$ cat src/rtl/sprite_pkg.sv
// Shared pixel types and helpers for the sprite renderer.
package sprite_pkg;

    typedef logic [11:0] rgb12_t;
    typedef logic [23:0] rgb24_t;

    localparam logic [7:0] TRANSP_DEFAULT = 8'hFF;

    // Keep the top nibble of each 8-bit channel.
    function automatic rgb12_t rgb24_to_12(input rgb24_t c);
        return {c[23:20], c[15:12], c[7:4]};
    endfunction

endpackage

$ cat src/rtl/delay_line.sv
// Parametrised shift register used to align flags with external ROM latency.
module delay_line #(
    parameter int unsigned WIDTH = 1,
    parameter int unsigned DEPTH = 1
) (
    input  logic             clk,
    input  logic             rst_n,
    input  logic [WIDTH-1:0] din,
    output logic [WIDTH-1:0] dout
);

    generate
        if (DEPTH == 0) begin : g_wire
            assign dout = din;
        end else begin : g_shift
            logic [WIDTH-1:0] stage [DEPTH];

            always_ff @(posedge clk) begin
                if (!rst_n) begin
                    for (int unsigned i = 0; i < DEPTH; i++) begin
                        stage[i] <= '0;
                    end
                end else begin
                    stage[0] <= din;
                    for (int unsigned i = 1; i < DEPTH; i++) begin
                        stage[i] <= stage[i-1];
                    end
                end
            end

            assign dout = stage[DEPTH-1];
        end
    endgenerate

endmodule

$ cat src/rtl/sprite_rom_renderer.sv
// ROM-backed sprite renderer: incremental address generation, power-of-two
// magnification, transparent index and frame-synchronous repositioning.
module sprite_rom_renderer
    import sprite_pkg::*;
#(
    parameter int unsigned      WIDTH      = 437,
    parameter int unsigned      HEIGHT     = 277,
    parameter int unsigned      ADDR_W     = 17,
    parameter int unsigned      IDX_W      = 8,
    parameter int unsigned      HC_W       = 11,
    parameter int unsigned      VC_W       = 10,
    parameter int unsigned      X_INIT     = 112,
    parameter int unsigned      Y_INIT     = 112,
    parameter int unsigned      SCALE_LOG2 = 0,
    parameter int unsigned      ROM_LAT    = 2,
    parameter int unsigned      PAL_LAT    = 2,
    parameter int unsigned      TRANSP_EN  = 1,
    parameter logic [IDX_W-1:0] TRANSP_IDX = IDX_W'(TRANSP_DEFAULT)
) (
    input  logic              pixel_clk_in,
    input  logic              rst_n_in,
    input  logic [HC_W-1:0]   hcount_in,
    input  logic [VC_W-1:0]   vcount_in,
    input  logic              pos_we_in,
    input  logic [HC_W-1:0]   x_pos_in,
    input  logic [VC_W-1:0]   y_pos_in,
    output logic              pos_pending_out,
    output logic [ADDR_W-1:0] rom_addr_out,
    input  logic [IDX_W-1:0]  rom_data_in,
    output logic [IDX_W-1:0]  pal_addr_out,
    input  logic [23:0]       pal_data_in,
    output logic [11:0]       pixel_out,
    output logic              hit_out
);

    localparam int unsigned SUB_W     = (SCALE_LOG2 > 0) ? SCALE_LOG2 : 1;
    localparam int unsigned SPR_W_I   = WIDTH << SCALE_LOG2;
    localparam int unsigned SPR_H_I   = HEIGHT << SCALE_LOG2;
    localparam int unsigned SUB_MAX_I = (1 << SCALE_LOG2) - 1;

    localparam logic [HC_W:0]     SPR_W    = SPR_W_I[HC_W:0];
    localparam logic [VC_W:0]     SPR_H    = SPR_H_I[VC_W:0];
    localparam logic [SUB_W-1:0]  SUB_MAX  = SUB_MAX_I[SUB_W-1:0];
    localparam logic [ADDR_W-1:0] ROW_STEP = WIDTH[ADDR_W-1:0];
    localparam logic [HC_W-1:0]   X0       = X_INIT[HC_W-1:0];
    localparam logic [VC_W-1:0]   Y0       = Y_INIT[VC_W-1:0];

    logic [HC_W-1:0]   x_q, pend_x_q;
    logic [VC_W-1:0]   y_q, pend_y_q, prev_vcount_q;
    logic              pending_q, armed_q, prev_vwin_q;
    logic [ADDR_W-1:0] row_base_q, col_q;
    logic [SUB_W-1:0]  hsub_q, vsub_q;

    logic [HC_W:0] hc_ext, x_ext;
    logic [VC_W:0] vc_ext, y_ext;
    logic          hwin, vwin, win, frame_start, line_change;

    // Extra top bit keeps x+width from wrapping: an overflowing sprite clips.
    assign hc_ext      = {1'b0, hcount_in};
    assign x_ext       = {1'b0, x_q};
    assign vc_ext      = {1'b0, vcount_in};
    assign y_ext       = {1'b0, y_q};
    assign hwin        = (hc_ext >= x_ext) && (hc_ext < x_ext + SPR_W);
    assign vwin        = (vc_ext >= y_ext) && (vc_ext < y_ext + SPR_H);
    assign win         = armed_q && hwin && vwin;
    assign frame_start = (hcount_in == '0) && (vcount_in == '0);
    assign line_change = (vcount_in != prev_vcount_q);

    assign rom_addr_out    = win ? row_base_q + col_q : row_base_q;
    assign pal_addr_out    = rom_data_in;
    assign pos_pending_out = pending_q;

    always_ff @(posedge pixel_clk_in) begin
        if (!rst_n_in) begin
            x_q           <= X0;
            y_q           <= Y0;
            pend_x_q      <= '0;
            pend_y_q      <= '0;
            pending_q     <= 1'b0;
            armed_q       <= 1'b0;
            row_base_q    <= '0;
            col_q         <= '0;
            hsub_q        <= '0;
            vsub_q        <= '0;
            prev_vcount_q <= '0;
            prev_vwin_q   <= 1'b0;
        end else begin
            prev_vcount_q <= vcount_in;
            prev_vwin_q   <= vwin;
            if (frame_start) begin
                armed_q    <= 1'b1;
                row_base_q <= '0;
                col_q      <= '0;
                hsub_q     <= '0;
                vsub_q     <= '0;
                if (pos_we_in) begin
                    x_q       <= x_pos_in;
                    y_q       <= y_pos_in;
                    pending_q <= 1'b0;
                end else if (pending_q) begin
                    x_q       <= pend_x_q;
                    y_q       <= pend_y_q;
                    pending_q <= 1'b0;
                end
            end else begin
                if (pos_we_in) begin
                    pend_x_q  <= x_pos_in;
                    pend_y_q  <= y_pos_in;
                    pending_q <= 1'b1;
                end
                if (win) begin
                    if (hsub_q == SUB_MAX) begin
                        hsub_q <= '0;
                        col_q  <= col_q + 1'b1;
                    end else begin
                        hsub_q <= hsub_q + 1'b1;
                    end
                end else if (!hwin) begin
                    hsub_q <= '0;
                    col_q  <= '0;
                end
                // Row advance keys off the line change, not the right edge,
                // so horizontally clipped rows still step row_base.
                if (line_change && prev_vwin_q) begin
                    if (vsub_q == SUB_MAX) begin
                        vsub_q     <= '0;
                        row_base_q <= row_base_q + ROW_STEP;
                    end else begin
                        vsub_q <= vsub_q + 1'b1;
                    end
                end
            end
        end
    end

    logic       win_rom, transp, hit;
    logic [1:0] pal_flags;

    assign transp = (TRANSP_EN != 0) && (rom_data_in == TRANSP_IDX);

    delay_line #(.WIDTH(1), .DEPTH(ROM_LAT)) u_rom_align (
        .clk   (pixel_clk_in),
        .rst_n (rst_n_in),
        .din   (win),
        .dout  (win_rom)
    );

    delay_line #(.WIDTH(2), .DEPTH(PAL_LAT)) u_pal_align (
        .clk   (pixel_clk_in),
        .rst_n (rst_n_in),
        .din   ({win_rom, transp}),
        .dout  (pal_flags)
    );

    assign hit = pal_flags[1] && !pal_flags[0];

    always_ff @(posedge pixel_clk_in) begin
        if (!rst_n_in) begin
            hit_out   <= 1'b0;
            pixel_out <= '0;
        end else begin
            hit_out   <= hit;
            pixel_out <= hit ? rgb24_to_12(pal_data_in) : '0;
        end
    end

endmodule

$ cat config.mk
export PLATFORM = sky130hd
export DESIGN_NAME = sprite_rom_renderer
export DESIGN_NICKNAME = d
export VERILOG_FILES = /design/src/rtl/sprite_pkg.sv /design/src/rtl/delay_line.sv /design/src/rtl/sprite_rom_renderer.sv
export SDC_FILE = /design/constraint.sdc
export NUM_CORES = 1
export LEC_CHECK = 0
export CAP_MARGIN = 20
export CORE_MARGIN = 2
export CORE_UTILIZATION = 45
export DETAILED_ROUTE_END_ITERATION = 6
export PLACE_DENSITY_LB_ADDON = 0.15
export SYNTH_ARGS = -nofsm -noshare
export SYNTH_HDL_FRONTEND = slang
export SYNTH_HIERARCHICAL = 1
export SYNTH_SLANG_ARGS = --single-unit
export TNS_END_PERCENT = 20
$ cat constraint.sdc
create_clock -name pixel_clk_in -period 3.68 [get_ports pixel_clk_in]
set_input_delay 0.92 -clock pixel_clk_in [delete_from_list [all_inputs] [get_ports pixel_clk_in]]
set_output_delay 0.92 -clock pixel_clk_in [all_outputs]
set_load 0.01 [all_outputs]
==> impl_metrics.json, run 1 <==
{
  "h-tree-depth": 3,
  "ys.flop_type": "dfxtp_1",
  "cp_common_cell": "nor2_2",
  "wl_um": 15900,
  "min-delay-start": "u_pal_align/g_shift.stage[0][1]",
  "arrival_ps": 3560,
  "ys_top_cells_by_area": "dfxtp_1 (33%), ha_1 (12%), xnor2_1 (6.1%)",
  "cp_max_fo": 3,
  "yosys_warnings": 6,
  "rsz0062_at_grt": "true",
  "clock_skew_ps": 8.37,
  "drc": 0,
  "max_stage_delay_ps": 470,
  "worst_path_max_delay_cell": "a2111o_1",
  "clock_sinks": 108,
  "antenna_found_initial": 1,
  "cts_buffers": 9,
  "rows": 44,
  "drtAntennaViolNets": 0,
  "synthToLayoutAreaGrowth_pct": 39.3,
  "maxUsedRoutingLayer": "met4",
  "crit_required_ps": 2760,
  "port_buffers": 103,
  "crit_path_cell_trace": "buf_6, a21oi_4, nor2_2, nor2_2, nor3_2, buf_4, xnor2_2, ha_2, a2111o_1, o2bb2ai_2, a21oi_2, o31ai_4, nand3_2, or3b_1, mux2i_1, xor2_1, buf_2",
  "max_slew_margin": 0.412,
  "gr-total-overflow": 0,
  "drt_iter0_drc": 235,
  "crit_type": "flop to primary output",
  "wl_met1_um": 6780,
  "pwr_density_cell_nw_per_um2": 279,
  "wl_met2_um": 8060,
  "wl_met3_um": 620,
  "cts_root_buf": "clkbuf_16",
  "leakage_nw": 4.24,
  "period_share": 1.22,
  "vias_per_cell": 5.15,
  "track_usage": 0.207,
  "syn-num-nets": 866,
  "clk_path_buf_depth": 2,
  "io_pins": 116,
  "dieArea_um2": 15700,
  "cts_tree": "built",
  "syn_area_um2": 6620,
  "setup_viol": 17,
  "firstDrtPassIters": 4,
  "path_buf_inv": 3,
  "final_nets": 1085,
  "ys_ff_latch": 108,
  "postSynthCellCount": 726,
  "fin_crit_ps": 4480,
  "coreArea_um2": 14500,
  "grt_pass1_vias": 5930,
  "grt_pass1_wl_um": 26900,
  "endpoint_kind": "primary output",
  "status": "complete, but fails checks",
  "hold_viol": 0,
  "finalWeightedCongestion": 0.884,
  "violations": "setup timing",
  "postSynth.asyncResetShare": 0,
  "ys_types": 61,
  "max_freq_ghz": 0.223,
  "yosysSeqAreaShare": 0.327,
  "ir_drop_uv": 294,
  "yosysTopAreaCellShare": 0.327,
  "clock_latency_ps": 360,
  "min_path_type": "flop to flop",
  "die_h_um": 125,
  "cts.clk_slew.worst_paths_ps": 80,
  "worst_slack_ps": -804,
  "maxCapViolations": 0,
  "r2r_start": "y_q[0]",
  "drv_slew": 0,
  "hold_ws_ps": 437,
  "avgRoutedWirePerCell_um": 14.0,
  "yosys.area.top_type": "dfxtp_1",
  "grt_max_degree": 50,
  "start_kind": "flop",
  "die_w_um": 125,
  "start_util": 0.457,
  "dp_hpwl_um": 12000,
  "total_power_mw": 2.58,
  "startpoint": "y_q[0]",
  "critPathTopFamily": "compound AO/OA/AOI/OAI gates",
  "vias": 5848,
  "hold_buffers": 0,
  "syn_avg_cell_area_um2": 9.12,
  "synth_edf_count": 0,
  "tightestPinTransition_ps": 874,
  "layout-drive-gt1-share": 0.248
}
==> cells in the final DEF (no fill, tap or decap), types with 6 or more instances in the layout <==
master	count
a21o_1	15
a21oi_1	23
and2_1	28
and3_1	6
buf_2	16
buf_4	131
clkbuf_16	9
clkdlybuf4s50_1	82
dfxtp_1	105
ha_1	57
inv_1	38
mux2i_1	38
nand2_1	49
nand2_2	9
nand2b_1	9
nand4_1	8
nor2_1	45
nor2b_1	27
nor3_1	13
o211a_1	18
o211ai_1	14
o21ai_0	18
o21ai_2	13
o31ai_1	6
or3_1	6
xnor2_1	45
xor2_1	21
==> cell type report <==
cell class              instances  area [um2]
diodes                          1        2.50
clock buffers                   9         225
clock inverters                 7        80.1
fillers                      1254        5250
inverters                      38         143
multi-input cells             545        4260
flip-flops and latches        108        2170
well taps                     184         230
repair buffers                243        2110
==> where the power goes <==
part           total [mW]  internal (mW)  switching [mW]
clock               0.977          0.485           0.492
sequential           1.21           1.20          0.0141
combinational       0.391          0.215           0.175
total                2.58           1.90           0.681
==> kinds of logic after synthesis <==
logic type | share of synthesized area
multiplexers | 0.0608
adder cells (fa/ha/maj) | 0.120
flip-flops | 0.327
XOR/XNOR | 0.0886
AND/OR/NAND/NOR | 0.188
buffers and inverters | 0.0586
AO/OA/AOI/OAI | 0.157
==> sequential cells by signal (all words and copies together), names as in the netlist, 2 cells and up <==
signal	flops
col_q	17
pend_x_q	11
pend_y_q	10
pixel_out	12
prev_vcount_q	10
row_base_q	17
u_pal_align/g_shift.stage	4
u_rom_align/g_shift.stage	2
x_q	11
y_q	10
==> routing by layer <==
layer / track usage / vias to the layer above
met5: 0 / -
met3: 0.0389 / 32
li1: - / 2968
met2: 0.376 / 114
met4: 0.0876 / 0
met1: 0.236 / 2734
==> cell usage after synthesis, drive strengths merged, types with 23 or more instances <==
library cell / count
dfxtp: 108
ha: 62
nand2: 59
nor2: 50
xnor2: 46
inv: 38
mux2i: 38
o21ai: 35
and2: 28
a21oi: 27
nor2b: 27
buf: 23
==> worst reg2reg max path, delay by kind of cell (launching register included) <==
kind	cells	cell delay, ps
xor gates and xnor gates	2	290
AOI/OAI and AO/OA	5	960
DFF	1	370
buffers and inverters	4	600
and+or+nand+nor	6	810
adders and majority gates	1	200
==> final timing paths <==
kind                                          end  slack (ps)  depth (start not counted)
setup / recovery                 rom_addr_out[16]        -800                         17
hold / removal    u_pal_align/g_shift.stage[0][3]         440                          1
setup reg to reg                        col_q[15]         330                         18
hold reg to reg   u_pal_align/g_shift.stage[0][3]         440                          1
==> repair_timing <==
| item | 4_1_cts | 5_1_grt |
|---|---|---|
| resized for setup | 119 | 19 |
| pin swaps | 26 | 12 |
| gates cloned | 2 | 0 |
| setup buffers | 14 | 2 |
| endpoints found under the setup margin | 17 | 17 |
==> metrics by stage <==
| stage | instances | cell area, um2 | setup slack [ps] | TNS, ps | util |
|---|---|---|---|---|---|
| after floorplan | 726 | 6660 | -189 | -1830 | - |
| after global placement | 1100 | 8640 | -1140 | -16690 | 0.597 |
| after detailed placement | 1100 | 8640 | -1170 | -17670 | 0.597 |
| after CTS | 1132 | 9140 | -763 | -10770 | 0.632 |
| after global routing | 1134 | 9220 | -976 | -14150 | 0.637 |
| final | 1135 | 9230 | -804 | -11690 | 0.637 |
(Power assumes the default switching activity.)
==> inputs of run 2 (changes only) <==
Settings changed: GPL_TIMING_DRIVEN set to 0.
==> impl_metrics.json, run 2 (same netlist as run 1, synthesis figures left out) <==
{
  "rr_endpoint": "col_q[11]",
  "firstDrtPassIters": 4,
  "cp_max_fo": 5,
  "drtAntennaViolNets": 0,
  "status": "complete, but fails checks",
  "drc": 0,
  "r2r_start": "x_q[1]",
  "multi_input_area_um2": 4310,
  "top_regs": "col_q (17), row_base_q (17), pixel_out (12)",
  "dp_hpwl_um": 12200,
  "cts_root_buf": "clkbuf_16",
  "cts_tree": "built",
  "avgRoutedWirePerCell_um": 14.7,
  "max_freq_ghz": 0.224,
  "max_slew_margin": 0.476,
  "grt_max_degree": 20,
  "maxUsedRoutingLayer": "met4",
  "wl_met3_um": 513,
  "io_pins": 116,
  "seq_area_um2": 2180,
  "synthToLayoutAreaGrowth_pct": 29.3,
  "wl_met1_um": 6700,
  "hold_buffers": 0,
  "arrival_ps": 3540,
  "drv_slew": 0,
  "h-tree-depth": 3,
  "worst_slack_ps": -785,
  "die_w_um": 125,
  "start_util": 0.457,
  "design_area_um2": 8560,
  "vias_per_cell": 5.26,
  "coreArea_um2": 14500,
  "tightestPinTransition_ps": 779,
  "die_h_um": 125,
  "holdPathEnd": "u_pal_align/g_shift.stage[0][1]",
  "clock_sinks": 108,
  "drt_iter0_drc": 179,
  "maxCapViolations": 0,
  "final_cell_mix": "dfxtp_1 (103), clkdlybuf4s50_1 (80), ha_1 (58)",
  "diodes": 0,
  "leakage_nw": 3.75,
  "finalWeightedCongestion": 0.822,
  "port_buffers": 103,
  "ir_drop_uv": 276,
  "hold_depth": 1,
  "wl_met2_um": 7830,
  "wl_um": 15400,
  "clock_skew_ps": 10.6,
  "grt_pass1_vias": 5700,
  "num-fill-cells": 1300,
  "clock_latency_ps": 350,
  "rows": 44,
  "period_share": 1.21,
  "final_nets": 999,
  "rrSetupSlack_ps": 520,
  "finalSetupTns_ps": -10220,
  "vias": 5510,
  "track_usage": 0.201,
  "min_path_type": "flop to flop",
  "gr-total-overflow": 0,
  "dieArea_um2": 15700,
  "pwr_density_cell_nw_per_um2": 293,
  "startpoint": "vcount_in[2]",
  "crit_required_ps": 2760,
  "rsz0062_at_grt": "true",
  "endpoint_kind": "primary output",
  "cts_buffers": 9,
  "start_kind": "primary input",
  "final_common_cell": "dfxtp_1",
  "fin_crit_ps": 4460,
  "ff2ff_path_depth": 15,
  "dpl_cell_area_um2": 7930,
  "layout-drive-gt1-share": 0.166,
  "min-delay-start": "u_rom_align/g_shift.stage[0][1]",
  "antenna_found_initial": 0,
  "grt_pass1_wl_um": 26400,
  "crit_type": "primary input to primary output",
  "hold_viol": 0,
  "clk_path_buf_depth": 2,
  "violations": "setup timing",
  "setup_viol": 17,
  "cts.clk_slew.worst_paths_ps": 70
}
run 2: through the flow:
step | util | power (mW) | hold WS, ps | cells | setup WS, ps
detailed placement | 0.547 | 1.60 | 423 | 1013 | -1460
finish | 0.591 | 2.51 | 436 | 1048 | -785
global route | 0.591 | 2.62 | 451 | 1048 | -1010
global placement | 0.547 | 1.58 | 417 | 1013 | -1440
floorplan | - | 1.44 | 406 | 726 | -189
CTS | 0.582 | 2.54 | 441 | 1041 | -822
run 2: worst max path at each step:
| stage | to | slack (ps) |
|---|---|---|
| floorplan | rom_addr_out[16] | -190 |
| global placement | rom_addr_out[1] | -1440 |
| detailed placement | rom_addr_out[12] | -1460 |
| CTS | rom_addr_out[16] | -820 |
| global route | rom_addr_out[16] | -1010 |
| finish | rom_addr_out[16] | -780 |
run 2: timing repair:
action                                  4_1_cts  5_1_grt
endpoints found under the setup margin       17       17
pin swaps                                    20       14
gates resized for setup                     129       27
setup buffers                                12        7
run 2: power breakdown:
group | leakage [nW] | total, mW | internal (mW) | switching [mW]
combinational | 2.73 | 0.354 | 0.190 | 0.163
clock | 0.142 | 0.941 | 0.491 | 0.450
sequential | 0.882 | 1.22 | 1.19 | 0.0239
total | 3.75 | 2.51 | 1.88 | 0.637
run 2: worst max-delay path, cell delays in order:
cell and delay [ps]:
clkdlybuf4s50_1 510, ha_1 340, o21a_1 180, o31ai_2 80, a21oi_1 150, o31ai_4 270
nand3_2 130, buf_6 140, or3b_1 350, mux2i_1 180, xor2_1 160, buf_2 150
run 2: final cells by class:
type | count | share of cell area
plain buffers | 35 | 0.0348
clock buffers | 10 | 0.0279
clock inverters | 6 | 0.00628
inverters | 38 | 0.0167
multi-input cells | 545 | 0.503
flip-flops and latches | 108 | 0.254
well taps | 184 | 0.0269
repair buffers | 122 | 0.130
run 2: per-layer routing:
layer | global-route usage | up-vias
li1 | - | 2793
met1 | 0.239 | 2600
met2 | 0.364 | 95
met3 | 0.0325 | 22
met4 | 0.0725 | 0
met5 | 0 | -
